### src/rtl/wb_pkg.sv
// wb_pkg: Wishbone cycle-type constants and burst master state encoding
package wb_pkg;
  localparam logic [2:0] CTI_CLASSIC = 3'b000;
  localparam logic [2:0] CTI_CONST   = 3'b001;
  localparam logic [2:0] CTI_INCR    = 3'b010;
  localparam logic [2:0] CTI_EOB     = 3'b111;
  typedef enum logic [2:0] {IDLE, ISSUE, DRAIN, BACKOFF, DONE} state_t;
endpackage

### src/rtl/wb_burst_master.sv
// wb_burst_master: pipelined Wishbone burst master; define WB_MASTER_RETRY_EN to retry on RTY instead of failing
module wb_burst_master
  import wb_pkg::*;
#(
  parameter int ADDR_WIDTH = 32,
  parameter int DATA_WIDTH = 32,
  parameter int MAX_BURST  = 16,
  parameter int MAX_RETRY  = 3,
  parameter int LEN_W      = $clog2(MAX_BURST+1)
) (
  input  logic                  WB_CLK_I,
  input  logic                  WB_RST_I,
  output logic [ADDR_WIDTH-1:0] WB_ADR_O,
  output logic [DATA_WIDTH-1:0] WB_DAT_O,
  input  logic [DATA_WIDTH-1:0] WB_DAT_I,
  output logic                  WB_WE_O,
  output logic [2:0]            WB_CTI_O,
  output logic                  WB_STB_O,
  output logic                  WB_CYC_O,
  input  logic                  WB_ACK_I,
  input  logic                  WB_ERR_I,
  input  logic                  WB_RTY_I,
  input  logic                  WB_STALL_I,
  input  logic                  req_valid,
  output logic                  req_ready,
  input  logic                  req_we,
  input  logic [ADDR_WIDTH-1:0] req_addr,
  input  logic [LEN_W-1:0]      req_len,
  input  logic [DATA_WIDTH-1:0] wr_data,
  output logic                  wr_pop,
  output logic [DATA_WIDTH-1:0] rd_data,
  output logic                  rd_valid,
  output logic                  done,
  output logic                  err
);
`ifdef WB_MASTER_RETRY_EN
  localparam int LIM = MAX_RETRY;
`else
  localparam int LIM = MAX_RETRY * 0;
`endif
  localparam int RW = $clog2(MAX_RETRY+2);
  state_t st;
  logic [LEN_W-1:0] len, iss, ackc, seg, iss_n, ack_n, sat;
  logic [ADDR_WIDTH-1:0] base;
  logic [RW-1:0] rc;
  logic we, er, term, ack, issue;
  assign WB_CYC_O  = st == ISSUE || st == DRAIN;
  assign WB_STB_O  = st == ISSUE;
  assign req_ready = st == IDLE;
  assign done      = st == DONE;
  assign err       = done & er;
  assign term      = WB_CYC_O & (WB_ERR_I | WB_RTY_I);
  assign ack       = WB_CYC_O & WB_ACK_I & ~(WB_ERR_I | WB_RTY_I);
  assign issue     = WB_STB_O & ~WB_STALL_I & ~(WB_ERR_I | WB_RTY_I);
  assign wr_pop    = issue & we;
  assign iss_n     = iss + LEN_W'(issue);
  assign ack_n     = ackc + LEN_W'(ack);
  assign sat       = req_len > LEN_W'(MAX_BURST) ? LEN_W'(MAX_BURST) : req_len;
  assign WB_ADR_O  = WB_CYC_O ? base + (ADDR_WIDTH'(iss) << 2) : '0;
  assign WB_WE_O   = WB_CYC_O & we;
  assign WB_DAT_O  = WB_STB_O && we ? wr_data : '0;
  // CTI reflects the current segment, so a restarted tail gets its own INCR/EOB pattern
  always_comb begin
    WB_CTI_O = !WB_STB_O ? CTI_CLASSIC :
               len - seg == LEN_W'(1) ? CTI_CLASSIC :
               iss == len - LEN_W'(1) ? CTI_EOB : CTI_INCR;
  end
  // request FSM with independent issue and acknowledge counters
  always_ff @(posedge WB_CLK_I or posedge WB_RST_I) begin
    if (WB_RST_I) begin
      st <= IDLE;
      len <= '0;
      iss <= '0;
      ackc <= '0;
      seg <= '0;
      base <= '0;
      rc <= '0;
      we <= 1'b0;
      er <= 1'b0;
      rd_data <= '0;
      rd_valid <= 1'b0;
    end else begin
      rd_valid <= ack & ~we;
      if (ack && !we) rd_data <= WB_DAT_I;
      case (st)
        IDLE: if (req_valid) begin
          len <= sat;
          base <= {req_addr[ADDR_WIDTH-1:2], 2'b00};
          we <= req_we;
          iss <= '0;
          ackc <= '0;
          seg <= '0;
          rc <= '0;
          er <= 1'b0;
          st <= sat == '0 ? DONE : ISSUE;
        end
        ISSUE, DRAIN: begin
          iss <= iss_n;
          ackc <= ack_n;
          if (term && WB_RTY_I && !WB_ERR_I && rc != RW'(LIM)) begin
            rc <= rc + RW'(1);
            iss <= ackc;
            seg <= ackc;
            st <= BACKOFF;
          end else if (term) begin
            er <= 1'b1;
            st <= DONE;
          end else st <= ack_n == len ? DONE : iss_n == len ? DRAIN : ISSUE;
        end
        BACKOFF: st <= ISSUE;
        DONE: st <= IDLE;
        default: st <= IDLE;
      endcase
    end
  end
endmodule

### config.mk
export PLATFORM = sky130hd
export DESIGN_NAME = wb_burst_master
export DESIGN_NICKNAME = d
export VERILOG_FILES = /design/src/rtl/wb_pkg.sv /design/src/rtl/wb_burst_master.sv
export SDC_FILE = /design/constraint.sdc
export NUM_CORES = 1
export LEC_CHECK = 0
export ABC_AREA = 1
export BUFFER_PORTS_ARGS = -buffer_cell sky130_fd_sc_hd__buf_2
export CAP_MARGIN = 15
export CORE_MARGIN = 10
export CORE_UTILIZATION = 39
export CTS_BUF_LIST = sky130_fd_sc_hd__clkbuf_4 sky130_fd_sc_hd__clkbuf_8
export CTS_CLUSTER_SIZE = 10
export DETAILED_ROUTE_END_ITERATION = 10
export GPL_TIMING_DRIVEN = 0
export HOLD_SLACK_MARGIN = 0.02
export PLACE_DENSITY = 0.75
export SLEW_MARGIN = 20
export SYNTH_ARGS = -nofsm -noshare
export SYNTH_HDL_FRONTEND = slang
export SYNTH_SLANG_ARGS = --single-unit
### constraint.sdc
create_clock -name WB_CLK_I -period 6.1 [get_ports WB_CLK_I]
set_input_delay 0.915 -clock WB_CLK_I [delete_from_list [all_inputs] [get_ports WB_CLK_I]]
set_output_delay 0.915 -clock WB_CLK_I [all_outputs]
set_load 0.1 [all_outputs]
---- Yosys cells after proc, flatten, opt, wreduce, memory -nomap -nowiden ----
Cells that the tools add are included.
storage, ports and cells
  register bits after elaboration ......... 91
  input port bits ......................... 109
  output and inout port bits .............. 107
  word-level logic and storage cells ...... 86
operators by class
  $add $sub $neg .......................... 6
  order comparisons ....................... 1
  equality and inequality tests ........... 12
  mux-type cells .......................... 26
  bitwise gates (word level) .............. 13
  reductions and logical operators ........ 17
operator list
  operator             count
  $mux 32              2
  $add 32x7->32        1
  $mux 3               10
  $pmux 5 s2           3
  $mux 5               4
  $eq 5x5->1           3
  $add 5x1->5          2
  $and 1x1->1          9
  $pmux 3 s3           1
  $ne 2x2->1 const B   4
  $eq 3x2->1 const B   2
  $pmux 3 s2           1
  $eq 5x1->1 const B   1
  $gt 5x5->1 const B   1
  $logic_and 1x1->1    5
  $logic_not 5->1      1
  $sub 5x1->5 const B  1
  $sub 5x5->5          1
  $reduce_and 2->1     2
  $reduce_and 4->1     1
  $add 3x1->3 const B  1
  $eq 3x1->1 const B   1
  $eq 3x3->1 const B   1
  $logic_not 3->1      1
  11 further kinds     16

---- Longest topological paths before layout ----
  depth after elaboration ................. 10
  mapped depth ............................ 17
  mapped depth without buffers ............ 17

---- Worst setup path before layout ----
Ideal clock, no wire load.
  kind .................................... register to output
  start ................................... register st[2]
  end ..................................... output port wr_pop
  arrival ................................. 4351 ps
  required time ........................... 5185 ps
  path slack .............................. 834 ps
  stages on the path, launching flop included .. 6
  path buffers ............................ 0
  cell sequence ........................... dfrtp_1 inv_2 nand2_1 nor2_1 nand2_1 nor3_1
on the way
  word-level cells in the longest chain between the ends .. 4
RTL lines
  what                      line                    RTL
  from (decl)               wb_burst_master.sv:42   state_t st;
  from (signal assigned)    wb_burst_master.sv:95   st <= sat == '0 ? DONE : ISSUE;
  from (signal assigned)    wb_burst_master.sv:108  end else st <= ack_n == len ? DONE : iss_n == len ? DRAIN : ISSUE;
  $eq 3x1->1                wb_burst_master.sv:48   assign WB_STB_O = st == ISSUE;
  net WB_STB_O              wb_burst_master.sv:18   output logic WB_STB_O,
  $and 1x1->1 (2 in a row)  wb_burst_master.sv:54   assign issue = WB_STB_O & ~WB_STALL_I & ~(WB_ERR_I | WB_RTY_I);
  $and 1x1->1               wb_burst_master.sv:55   assign wr_pop = issue & we;
  to (decl)                 wb_burst_master.sv:30   output logic wr_pop,
The timed path passes the listed nets, and every way through them passes these cells.

---- Final worst setup path ----
  start ................................... register len[0]
  end ..................................... output port WB_CTI_O[2]
on the way
  word-level cells in the longest chain between the ends .. 5
  elaborated cells between the ends (all ways) .. 7
  those cells by class .................... add/sub: 2; eq/ne: 2; mux: 3
RTL lines
  what                    line                   RTL
  from (decl)             wb_burst_master.sv:43  logic [LEN_W-1:0] len, iss, ackc, seg, iss_n, ack_n, sat;
  from (signal assigned)  wb_burst_master.sv:87  len <= sat;
  $sub 5x1->5             wb_burst_master.sv:66  iss == len - LEN_W'(1) ? CTI_EOB : CTI_INCR;
  $eq 5x5->1              wb_burst_master.sv:66
  $mux 3                  wb_burst_master.sv:66
  $mux 3 (*)              wb_burst_master.sv:65  len - seg == LEN_W'(1) ? CTI_CLASSIC :
  $mux 3 (*)              wb_burst_master.sv:64  WB_CTI_O = !WB_STB_O ? CTI_CLASSIC :
  to (decl)               wb_burst_master.sv:17  output logic [2:0] WB_CTI_O,
Mark *: on every way between the ends. The rest lies on a longest branch, timed or not.

==> metrics.yaml <==
drv_cap: 0
ys_warn_count: 0
drc: 0
drive_gt1_share_pct: 27.3
register_area_um2: 2280
synth_edf_count: 0
syn_to_final_growth_pct: 26.8
yosysUniqueCellTypes: 40
start_util_pct: 40.2
finalSetupViolations: 0
first_pass_iters: 7
synth-seq-cells: 91
synth-seq-area-share_pct: 40.4
placed_cell_area_um2: 6960
setup_ws_ps: 2260
finalInstanceArea_um2: 7150
cts_resized: 0
synth_async_sr_flop_share_pct: 100
cp.arrival_ps: 2920
critPathTopFamily: "buffers and inverters"
multiInputGateArea_um2: 2800
grt_antenna_before_repair: 2
dpl_worst_slack_ps: 2680
timing.fmax_ghz: 0.261
path_buf_inv: 3
crit_type: "flip-flop to output pin"
rsz0062_at_grt: "false"
worstSetupStartpointType: "flip-flop"
skew_ps: 8.89
cts_sinks: 91
drt_iter0_markers: 415
ant_nets: 0
dieArea_um2: 19700
clk-insertion-delay-late_ps: 380
crit_fanout: 7
portBuffers: 211
htreeDepth: 3
gr-usage-all-layers_pct: 18.4
dominantRegCellSynth: "dfrtp_1"
tightest_slew_ps: 708
hpwl_um: 15200
fp-row-count: 43
crit_chain: "inv_1 -> ha_1 -> fa_1 -> o21ai_0 -> xor2_1 -> nand4_1 -> nand3_1 -> nor2_1 -> buf_4 -> buf_2"
syn_inst: 799
grt_overflow: 0
cts_buffer_depth: 2
place_congestion: 0.943
fin_crit_ps: 3840
hold_class: "primary input to asynchronous set/reset pin"
max_stage_delay_ps: 420
clk_pin_slew_ps: 90
core_um2: 14000
via_per_inst: 4.80
relSlewSlack_pct: 52.4
synth_area_um2: 5640
vias: 5800
yosys.cell_count.top_type: "nand2_1"
synth_top_area_share_pct: 40.4
grt_max_degree: 73
ctsRootBufferMaster: "clkbuf_8"
io_pins: 216
drt-total-wl_um: 18500
fin_crit_sh_pct: 62.9
final_max_slew_viol_count: 0
fin_nets: 1150
syn_avg_cell_area_um2: 7.06
wire_per_inst_um: 15.3
num_antenna_cells: 0
synth_common_cells: "nand2_1 (280), inv_1 (98), nor2_1 (94)"
die_h_um: 140
cts_tree: "yes"
fin_tns_setup_ps: 0
yosysTopAreaCell: "dfrtp_1"
crit_slowest_cell: "dfrtp_1"
grt_pass1_vias: 5774
synthTopCellsByArea: "dfrtp_1 (40%), nand2_1 (19%), inv_1 (6.5%)"
hold_viol: 0
die_x_um: 140
fill_cells: 1416
grt_first_pass_wirelength_um: 29300
critical_path_required_ps: 5180
post-cts-setup-buffer-count: 0
numCtsBuffers: 9
end_kind: "output pin"
status: "finished clean"
hold_buffers: 0
worst register-to-register path: stages (launching register included):
cell,delay [ps]
dfrtp_1,430
inv_2,110
nand2_1,60
nor2_1,180
inv_1,80
nor3_1,330
ha_1,250
ha_1,250
nand2_1,70
nand2_1,50
nor2_1,100
nand2_1,60
nor2_1,170
a21oi_1,100
nand3_1,80
a21oi_1,60
registers in the layout, summed over array words and instances, names as in the netlist:
| signal | cells |
|---|---|
| len | 5 |
| base | 30 |
| rd_data | 32 |
| rc | 3 |
| rd_valid | 1 |
| we | 1 |
| iss | 5 |
| ackc | 5 |
| seg | 5 |
| st | 3 |
| er | 1 |
routing by layer:
| metal | vias up | GRT usage [%] | share of wire (%) |
|---|---|---|---|
| met5 | - | 0 | 0.14 |
| met4 | 4 | 6.90 | 2.1 |
| met3 | 26 | 8.11 | 13 |
| met2 | 265 | 29.3 | 44 |
| met1 | 2582 | 21.3 | 41 |
| li1 | 2923 | - | - |
final timing paths:
kind	startpoint	end	slack, ps	cells after the start
min	WB_RST_I	rd_valid	460	2
max reg2reg	st[2]	st[0]	3620	15
max	len[0]	WB_CTI_O[2]	2260	10
max in group asynchronous	WB_RST_I	base[22]	5020	3
min reg2reg	rd_data[14]	rd_data[14]	480	2
min in group WB_CLK_I	rd_data[14]	rd_data[14]	480	2
cell families (layout without fill, tap and decap cells):
family	after synthesis	after routing	synth area share [%]
compound gates	81	81	7.83
fa+ha+maj	18	18	4.26
buf+inv	131	359	10.0
xor+xnor	19	19	2.95
flops	91	91	40.4
simple gates	458	458	34.5
other cells	1	2	0.0665
per-stage QoR:
| step | hold slack (ps) | utilization [%] | instances |
|---|---|---|---|
| 2_1_floorplan | 453 | - | 800 |
| 5_1_grt | 458 | 50.9 | 1208 |
| 6_report | 457 | 50.9 | 1208 |
| 3_3_place_gp | 459 | 49.3 | 1191 |
| 3_5_place_dp | 461 | 49.6 | 1192 |
| 4_1_cts | 444 | 50.9 | 1208 |
cell usage in the layout, fill, tap and decap left out, drive strengths merged, types with 13 or more instances in the layout:
cell	synthesis	layout
buf	17	229
nand2	290	290
nand3	37	37
a21oi	20	20
inv	107	107
o21ai	50	50
nor3	13	13
ha	16	16
dfrtp	91	91
xor2	16	16
clkbuf	6	19
nor2	104	104
layout make-up:
| cell class | count | share of cell area (%) |
|---|---|---|
| Multi-Input combinational cell | 578 | 39.2 |
| Sequential cell | 91 | 31.8 |
| Timing Repair Buffer | 212 | 15.1 |
| Inverter | 108 | 5.82 |
| Tap cell | 180 | 3.15 |
| Clock buffer | 13 | 2.41 |
| Buffer | 23 | 2.15 |
| Clock inverter | 3 | 0.297 |
Power is not shown: default switching activity piles up to over one toggle a cycle in this logic, so the estimate is an artifact.
